<file path="config.mk">
export PLATFORM = sky130hd
export DESIGN_NAME = fpu_mul_vec_sf
export DESIGN_NICKNAME = d
export VERILOG_FILES = /design/src/rtl/fpu_mul_vec_sf_pkg.sv /design/src/rtl/fpu_mul_sf_lane.sv /design/src/rtl/fpu_mul_vec_sf.sv
export SDC_FILE = /design/constraint.sdc
export NUM_CORES = 2
export LEC_CHECK = 0
export BUFFER_PORTS_ARGS = -buffer_cell sky130_fd_sc_hd__buf_2
export CAP_MARGIN = 0
export CORE_ASPECT_RATIO = 1.25
export CORE_MARGIN = 1
export CORE_UTILIZATION = 25
export DETAILED_ROUTE_END_ITERATION = 16
export PLACE_DENSITY = 0.45
export REMOVE_ABC_BUFFERS = 1
export SYNTH_ARGS = -nofsm -noshare
export SYNTH_HDL_FRONTEND = slang
export SYNTH_SLANG_ARGS = --single-unit
</file>
<file path="constraint.sdc">
create_clock -name clock -period 8.72 [get_ports clock]
set_input_delay 0.872 -clock clock [delete_from_list [all_inputs] [get_ports clock]]
set_output_delay 0.872 -clock clock [all_outputs]
set_load 0.01 [all_outputs]
</file>
<file path="src/rtl/fpu_mul_vec_sf_pkg.sv">
// fpu_mul_vec_sf_pkg: shared FP32 constants, rounding modes and operand classes
package fpu_mul_vec_sf_pkg;
  typedef enum logic [1:0] {RM_RNE = 2'd0, RM_RTZ = 2'd1, RM_RDN = 2'd2, RM_RUP = 2'd3} rMode_t;
  typedef enum logic [2:0] {CLS_ZERO, CLS_NORM, CLS_INF, CLS_QNAN, CLS_SNAN} fpClass_t;
  localparam int EXP_W = 8;
  localparam int MAN_W = 23;
  localparam int SIG_W = MAN_W + 1;
  localparam logic signed [9:0] BIAS = 10'sd127;
  localparam logic [31:0] QNAN = 32'h7FC00000;
  localparam logic [31:0] MAXF = 32'h7F7FFFFF;
  localparam logic [31:0] INF = 32'h7F800000;
  function automatic fpClass_t classify(input logic [31:0] x);
    return x[30:23] == 8'hFF ? (x[22:0] == '0 ? CLS_INF : x[22] ? CLS_QNAN : CLS_SNAN)
         : x[30:23] == 8'h00 ? CLS_ZERO : CLS_NORM;
  endfunction
endpackage

</file>
<file path="src/rtl/fpu_mul_sf_lane.sv">
// fpu_mul_sf_lane: one FP32 lane, 3 stages (unpack/exp, 24x24 product, normalise+round)
module fpu_mul_sf_lane
  import fpu_mul_vec_sf_pkg::*;
(
  input  logic        clock,
  input  logic        reset,
  input  logic        en1,
  input  logic        en2,
  input  logic        en3,
  input  logic [1:0]  rMode,
  input  logic [31:0] opA,
  input  logic [31:0] opB,
  output logic [31:0] result,
  output logic [3:0]  flags
);
  fpClass_t clsA, clsB, cls, s1Cls, s2Cls;
  logic s1Sign, s2Sign;
  logic signed [9:0] s1Exp, s2Exp, expN, expR;
  logic [1:0] s1Rm, s2Rm;
  logic [SIG_W-1:0] s1SigA, s1SigB, sig;
  logic [2*SIG_W-1:0] s2Prod;
  logic [SIG_W:0] sum;
  logic hi, guard, sticky, inc, lost, toInf, under, over, isNorm;
  logic [31:0] res;
  logic unusedMsb;
  always_comb begin
    clsA = classify(opA);
    clsB = classify(opB);
    // Inf x 0 shares the signalling-NaN class: both give QNAN and raise invalid
    cls = (clsA == CLS_SNAN || clsB == CLS_SNAN || (clsA == CLS_INF && clsB == CLS_ZERO)
           || (clsA == CLS_ZERO && clsB == CLS_INF)) ? CLS_SNAN
        : (clsA == CLS_QNAN || clsB == CLS_QNAN) ? CLS_QNAN
        : (clsA == CLS_INF || clsB == CLS_INF) ? CLS_INF
        : (clsA == CLS_ZERO || clsB == CLS_ZERO) ? CLS_ZERO : CLS_NORM;
  end
  always_ff @(posedge clock)
    if (en1) begin
      s1Sign <= opA[31] ^ opB[31];
      s1Exp  <= 10'(opA[30:23]) + 10'(opB[30:23]) - BIAS;
      s1Cls  <= cls;
      s1Rm   <= rMode;
      s1SigA <= {1'b1, opA[22:0]};
      s1SigB <= {1'b1, opB[22:0]};
    end
  always_ff @(posedge clock)
    if (en2) begin
      s2Sign <= s1Sign;
      s2Exp  <= s1Exp;
      s2Cls  <= s1Cls;
      s2Rm   <= s1Rm;
      s2Prod <= s1SigA * s1SigB;
    end
  always_comb begin
    hi     = s2Prod[47];
    sig    = hi ? s2Prod[47:24] : s2Prod[46:23];
    guard  = hi ? s2Prod[23] : s2Prod[22];
    sticky = hi ? |s2Prod[22:0] : |s2Prod[21:0];
    expN   = s2Exp + 10'(hi);
    lost   = guard | sticky;
    inc    = s2Rm == RM_RNE ? guard & (sticky | sig[0])
           : s2Rm == RM_RDN ? s2Sign & lost
           : s2Rm == RM_RUP ? !s2Sign & lost : 1'b0;
    sum    = {1'b0, sig} + 25'(inc);
    expR   = expN + 10'(sum[24]);
    toInf  = s2Rm == RM_RNE || (s2Rm == RM_RDN && s2Sign) || (s2Rm == RM_RUP && !s2Sign);
    under  = expN <= 10'sd0;
    over   = expR >= 10'sd255;
    isNorm = s2Cls == CLS_NORM;
    res    = (s2Cls == CLS_SNAN || s2Cls == CLS_QNAN) ? QNAN
           : s2Cls == CLS_INF ? {s2Sign, INF[30:0]}
           : (s2Cls == CLS_ZERO || under) ? {s2Sign, 31'd0}
           : over ? {s2Sign, toInf ? INF[30:0] : MAXF[30:0]}
           : {s2Sign, expR[7:0], sum[22:0]};
    flags  = {s2Cls == CLS_SNAN, isNorm & !under & over, isNorm & under,
              isNorm & (under | over | lost)};
  end
  assign unusedMsb = sum[23];
  always_ff @(posedge clock or negedge reset)
    if (!reset) result <= '0;
    else if (en3) result <= res;
endmodule

</file>
<file path="src/rtl/fpu_mul_vec_sf.sv">
// fpu_mul_vec_sf: packed LANES x FP32 multiplier, 3-stage pipe with sticky flags.
// Sticky flag logic is present only when FPU_MULVEC_FLAGS_EN is defined.
module fpu_mul_vec_sf
  import fpu_mul_vec_sf_pkg::*;
#(
  parameter int LANES = 2,
  parameter int DAZ   = 1
) (
  input  logic                  clock,
  input  logic                  reset,
  input  logic                  exHold,
  input  logic                  inValid,
  input  logic [32*LANES-1:0]   regValRs,
  input  logic [32*LANES-1:0]   regValRt,
  input  logic [7:0]            regRMode,
  output logic [32*LANES-1:0]   regValRo,
  output logic                  outValid,
  input  logic                  flagClr,
  output logic [3:0]            fpFlags
);
  logic v1, v2;
  logic [4*LANES-1:0] laneFlags;
  logic [3:0] beatFlags;
  logic unusedRMode;
  if (DAZ != 1) begin : gDazReserved
    $error("fpu_mul_vec_sf: only DAZ=1 is supported");
  end
  always_ff @(posedge clock or negedge reset)
    if (!reset) {v1, v2, outValid} <= '0;
    else if (!exHold) {v1, v2, outValid} <= {inValid, v1, v2};
  for (genvar i = 0; i < LANES; i++) begin : gLane
    fpu_mul_sf_lane uLane (
      .clock  (clock),
      .reset  (reset),
      .en1    (!exHold && inValid),
      .en2    (!exHold && v1),
      .en3    (!exHold && v2),
      .rMode  (regRMode[1:0]),
      .opA    (regValRs[32*i+:32]),
      .opB    (regValRt[32*i+:32]),
      .result (regValRo[32*i+:32]),
      .flags  (laneFlags[4*i+:4])
    );
  end
  always_comb begin
    beatFlags = '0;
    for (int i = 0; i < LANES; i++) beatFlags = beatFlags | laneFlags[4*i+:4];
  end
  assign unusedRMode = ^regRMode[7:2];
`ifdef FPU_MULVEC_FLAGS_EN
  always_ff @(posedge clock or negedge reset)
    if (!reset) fpFlags <= '0;
    else if (flagClr) fpFlags <= '0;
    else if (!exHold && v2) fpFlags <= fpFlags | beatFlags;
`else
  logic unusedFlags;
  assign fpFlags = '0;
  assign unusedFlags = ^{flagClr, beatFlags};
`endif
endmodule

</file>
Word-level counts from Yosys, hierarchy flattened
Cells that the tools add are included.
Storage, ports and cells
  register bits after elaboration: 315
  input port bits: 141
Cells by class
  $add $sub $neg: 10
  magnitude comparators: 4
  bitwise gates (word level): 12
  multiplexer cells: 44
  reduce and logical (&&, ||, !) cells: 53
  $mul: 2
  eq/ne operators: 24
Operator list (count)
  $mux W31: 6
  $mul A24 B24 Y48: 2
  $mux W24: 4
  $logic_not A23 Y1: 4
  $mux W32: 2
  $add A24 B1 Y25: 2
  $mux W3: 16
  $reduce_or A23 Y1: 2
  $reduce_or A22 Y1: 2
  $add A10 B1 Y10: 4
  $eq A3 B2 Y1 const B: 12
  $eq A8 B8 Y1 const B: 4
  $logic_not A8 Y1: 4
  $ge A10 B9 Y1 const B: 2
  $le A10 B1 Y1 const B: 2
  $logic_or A1 B1 Y1: 20
  $sub A10 B7 Y10 const B: 2
  $add A8 B8 Y9: 2
  $eq A3 B3 Y1 const B: 6
  $logic_not A3 Y1: 6
  $mux W1: 16
  $logic_and A1 B1 Y1: 11
  $and A1 B1 Y1: 6
  $eq A2 B2 Y1 const B: 2
  other kinds (4): 10

Longest topological paths before layout
  depth in word-level cells: 14
  gate-level depth with buffers: 27
  depth with buffers taken out: 25

Modules after synthesis
From an unflattened synthesis, not the netlist that was laid out.
Second synthesis, totals
  cells, all modules: 5313
  area, all modules: 51799.7 sq um
By module, submodules not included
  fpu_mul_sf_lane (gLane[1].uLane): times used 1, area an instance 25871.1 sq um, cells an instance 2650, seq. area each 4584.4 sq um
  fpu_mul_sf_lane (gLane[0].uLane): times used 1, area an instance 25759.7 sq um, cells an instance 2649, seq. area each 4584.4 sq um
  fpu_mul_vec_sf: times used 1, area an instance 168.9 sq um, cells an instance 14, seq. area each 75.1 sq um

Least setup slack after synthesis
No wires, ideal clock.
  kind: input port to flip-flop
  from: in exHold
  to: reg gLane[0].uLane.s2Cls[0] (enable)
  setup time: 0.631 ns
  required time: 8.089 ns
  path slack: 1.590 ns
  arrival: 6.498 ns
  path buffers: 0
  stages on the path: 1
  path through: nor2b_1
Between the ends
  longest elaborated chain between the ends: 2
Ends and longest elaborated chain
  from (decl): line fpu_mul_vec_sf.sv:11  | input logic exHold,
  $logic_not A1 Y1: line fpu_mul_vec_sf.sv:36  | .en2 (!exHold && v1),
  $logic_and A1 B1 Y1: line fpu_mul_vec_sf.sv:36
  to (signal assigned): line fpu_mul_sf_lane.sv:49  | s2Cls <= s1Cls;
  to (decl): line fpu_mul_sf_lane.sv:16  | fpClass_t clsA, clsB, cls, s1Cls, s2Cls;
Every way passes these cells.
A chain may end at the register's enable or synchronous reset.

Final worst setup path
  from: reg gLane[0].uLane.s1SigA[8]
  to: reg gLane[0].uLane.s2Prod[40], data pin
Between the ends
  longest elaborated chain between the ends: 1
Ends and longest elaborated chain
  from (decl): line fpu_mul_sf_lane.sv:20  | logic [SIG_W-1:0] s1SigA, s1SigB, sig;
  from (signal assigned): line fpu_mul_sf_lane.sv:42  | s1SigA <= {1'b1, opA[22:0]};
  $mul A24 B24 Y48: line fpu_mul_sf_lane.sv:51  | s2Prod <= s1SigA * s1SigB;
  to (signal assigned): line fpu_mul_sf_lane.sv:51
  to (decl): line fpu_mul_sf_lane.sv:21  | logic [2*SIG_W-1:0] s2Prod;
Every way passes these cells.

==> key figures <==
Floorplanning
  – Core Area: 0.2075 mm2
  – Chip height: 512.9 um
  – I/O pins: 210
  – Row count: 187
  – Chip Width: 410.8 um
  – Full die area: 0.2107 mm2
  – Starting density of the core: 0.2516

Synthesis
  – Synth area leaders: fa_1 37%, edfxtp_1 14%, ha_1 9.0%
  – EDFF count, synth: 248
  – Area leader, netlist: fa_1
  – Synth cell types: 91
  – Cell with the most instances after synthesis: inv_1
  – Top-area cell type share of the netlist area: 0.3704
  – Post-synth top flop: edfxtp_1
  – Seq/Total Area, Yosys: 0.1747
  – Mapped cell area: 0.05221 mm2
  – Cells after synthesis: 5472
  – Share of synthesized registers carrying an async set or reset: 0.2127
  – Mean Syn Cell Area: 9.542 um2
  – Syn. warnings: 0
  – Top cells by instance count after synthesis: 1171 x inv_1, 966 x fa_1, 705 x nand2_1
  – Synth Register Bits: 315

Clock network
  – CTS tree: built
  – Total CTS buffers: 41
  – Clock buffer depth: 3
  – Reg clk slew, reported paths: 0.06 ns
  – Root Driver: clkbuf_16
  – Clock Sinks: 315
  – H-tree levels: 2
  – CTS Hold Buffers Added: 0
  – CTS resizes: 0
  – Setup Buffers After CTS: 0
  – Clock Latency Late Sink: 0.66 ns

Outcome
  – Run status: finished clean

Critical path
  – CP required: 9.13 ns
  – Worst setup EP type: flip-flop
  – Worst R2R Start: gLane[0].uLane.s1SigA[8]
  – Worst reg-to-reg setup slack: 0.89 ns
  – WP data arrival: 8.24 ns
  – CP Launch Type: flip-flop
  – WS Path Type: reg -> reg
  – Reg2reg path depth: 23
  – Worst Path Max Fanout: 9
  – Worst R2R End: gLane[0].uLane.s2Prod[40]

GRT
  – Largest net degree at the start of global routing: 128
  – Overflow after GRT: 0
  – Global router's overall resource usage: 0.1667
  – First-pass GRT wire length: 260500 um
  – Vias in the first global route: 41.75k
  – Initial antenna violation count: 15

Place
  – PortBufs: 198
  – DP Wirelength: 141800 um
  – GPL Wtd Cong: 0.8723

Detailed routing
  – Number of DRC markers in iteration 0: 2105
  – WL/cell: 20.56 um
  – WL final: 173100 um
  – Drt drc: 0
  – Final ANT Viol Nets: 0
  – DR pass1 iterations: 5
  – Vias: 38.28k
  – DR vias/cell: 4.548

Layout
  – Share of cells above drive strength 1: 0.08607
  – Post-layout net count: 7120
  – P&R area growth vs syn: 11.97%

Timing
  – Layout Skew: 0.04369 ns
  – Fin Setup TNS: 0 ns
  – Slew headroom: 0.3044
  – Hold_ws: 0.1433 ns
  – Tcrit/Tclk final: 0.8977
  – Slew Limit Fails: 0
  – Max Freq: 0.1277 GHz
  – RSZ-0062 raised after global routing: false
  – Measured slew at the worst slew-check pin: 1.033 ns
  – Endpoints failing setup: 0
  – Post-layout min period: 7.828 ns
  – Endpoints failing hold: 0

Job
  – Max cap viols: 0

Hold path
  – Hold WC Path Type: in -> async
[area by class of cell]
class,count,area [um2]
repair buffers,364,2302
fillers,22069,149100
inverters,1179,4425
flip-flops and latches,315,9124
clock buffers,47,1059
well taps,2740,3428
multi-input cells,3736,37720
diodes,6,15.01
clock inverters,29,385.4
[registers in the layout, summed over array words and instances (netlist names), 2 cells and up]
name	flops
gLane.uLane.s1Rm	2
gLane.uLane.result	64
gLane.uLane.s2Cls	6
gLane.uLane.s1Exp	20
gLane.uLane.s2Sign	2
gLane.uLane.s2Exp	20
gLane.uLane.s2Prod	96
gLane.uLane.s1Sign	2
gLane.uLane.s2Rm	2
gLane.uLane.s1Cls	6
gLane.uLane.s1SigA	46
gLane.uLane.s1SigB	46
[worst max-delay path by stage]
stage	from	endpoint	slack, ns	depth (start not counted)
3_3_place_gp	gLane[0].uLane.s1SigA[9]	gLane[0].uLane.s2Prod[40]	0.78	23
6_report	gLane[0].uLane.s1SigA[8]	gLane[0].uLane.s2Prod[40]	0.89	23
4_1_cts	gLane[0].uLane.s1SigA[9]	gLane[0].uLane.s2Prod[40]	0.78	23
5_1_grt	gLane[0].uLane.s1SigB[6]	gLane[0].uLane.s2Prod[40]	0.49	22
3_5_place_dp	gLane[0].uLane.s1SigA[9]	gLane[0].uLane.s2Prod[40]	0.81	23
2_1_floorplan	exHold	gLane[0].uLane.s2Cls[0]	1.59	1
[cell families after synthesis]
family	after synthesis	synth area share
AOI/OAI and AO/OA	491	0.06358
xor gates and xnor gates	198	0.03321
adders and majority gates	1342	0.4605
buffers and inverters	1424	0.1037
DFF	315	0.1747
muxes	39	0.007788
other	1	0.00007182
and+or+nand+nor	1662	0.1564
[cells in the final DEF (no fill, tap or decap), drive strengths merged, types with 21 or more instances in the layout]
master	Yosys	final
inv	1171	1176
fa	966	966
nand2	705	705
and2	495	495
ha	376	376
buf	23	364
edfxtp	248	248
nor2	185	185
a21oi	141	141
xnor2	114	114
o21ai	87	87
xor2	84	84
a21o	69	69
dfrtp	67	67
nand3	60	60
nor4	50	50
clkbuf	222	47
nand4	41	41
nor3	31	31
mux2i	26	26
o21bai	23	23
and3	23	23
clkinv	8	23
a221o	21	21
[routing by layer]
metal  up-vias  part of all wire  GRT usage
li1      17163                 -          -
met1     19952              0.42     0.2121
met2       948              0.48     0.2843
met3       217             0.060    0.02989
met4         0             0.033    0.05152
met5         -                 0          0
[metrics by stage]
stage	std cells	util	area, um2	setup WS [ns]
detailed placement	8334	0.2747	57000	0.8078
global placement	8334	0.2747	57000	0.7789
global route	8414	0.2817	58450	0.4898
CTS	8410	0.2816	58440	0.7764
finish	8416	0.2817	58460	0.8919
floorplan	5230	-	51240	1.590
[worst max-delay path, cell delays in order (launching register included)]
cell and delay, ns:
edfxtp_1 0.56, inv_1 0.65, nor2_1 0.15, fa_1 0.43, fa_1 0.55, inv_1 0.05
fa_1 0.39, fa_1 0.55, inv_1 0.06, fa_1 0.44, fa_1 0.51, inv_1 0.05
fa_1 0.53, inv_1 0.07, ha_1 0.37, a21o_1 0.21, a21o_1 0.17, a21o_1 0.20
a311oi_1 0.43, o41ai_1 0.15, a41oi_1 0.40, o21ai_2 0.25, a31o_2 0.28, o311ai_0 0.12
Power is left out: the tool's default activity adds up to more than one toggle a clock period on the data nets, which glitch-free logic cannot reach.
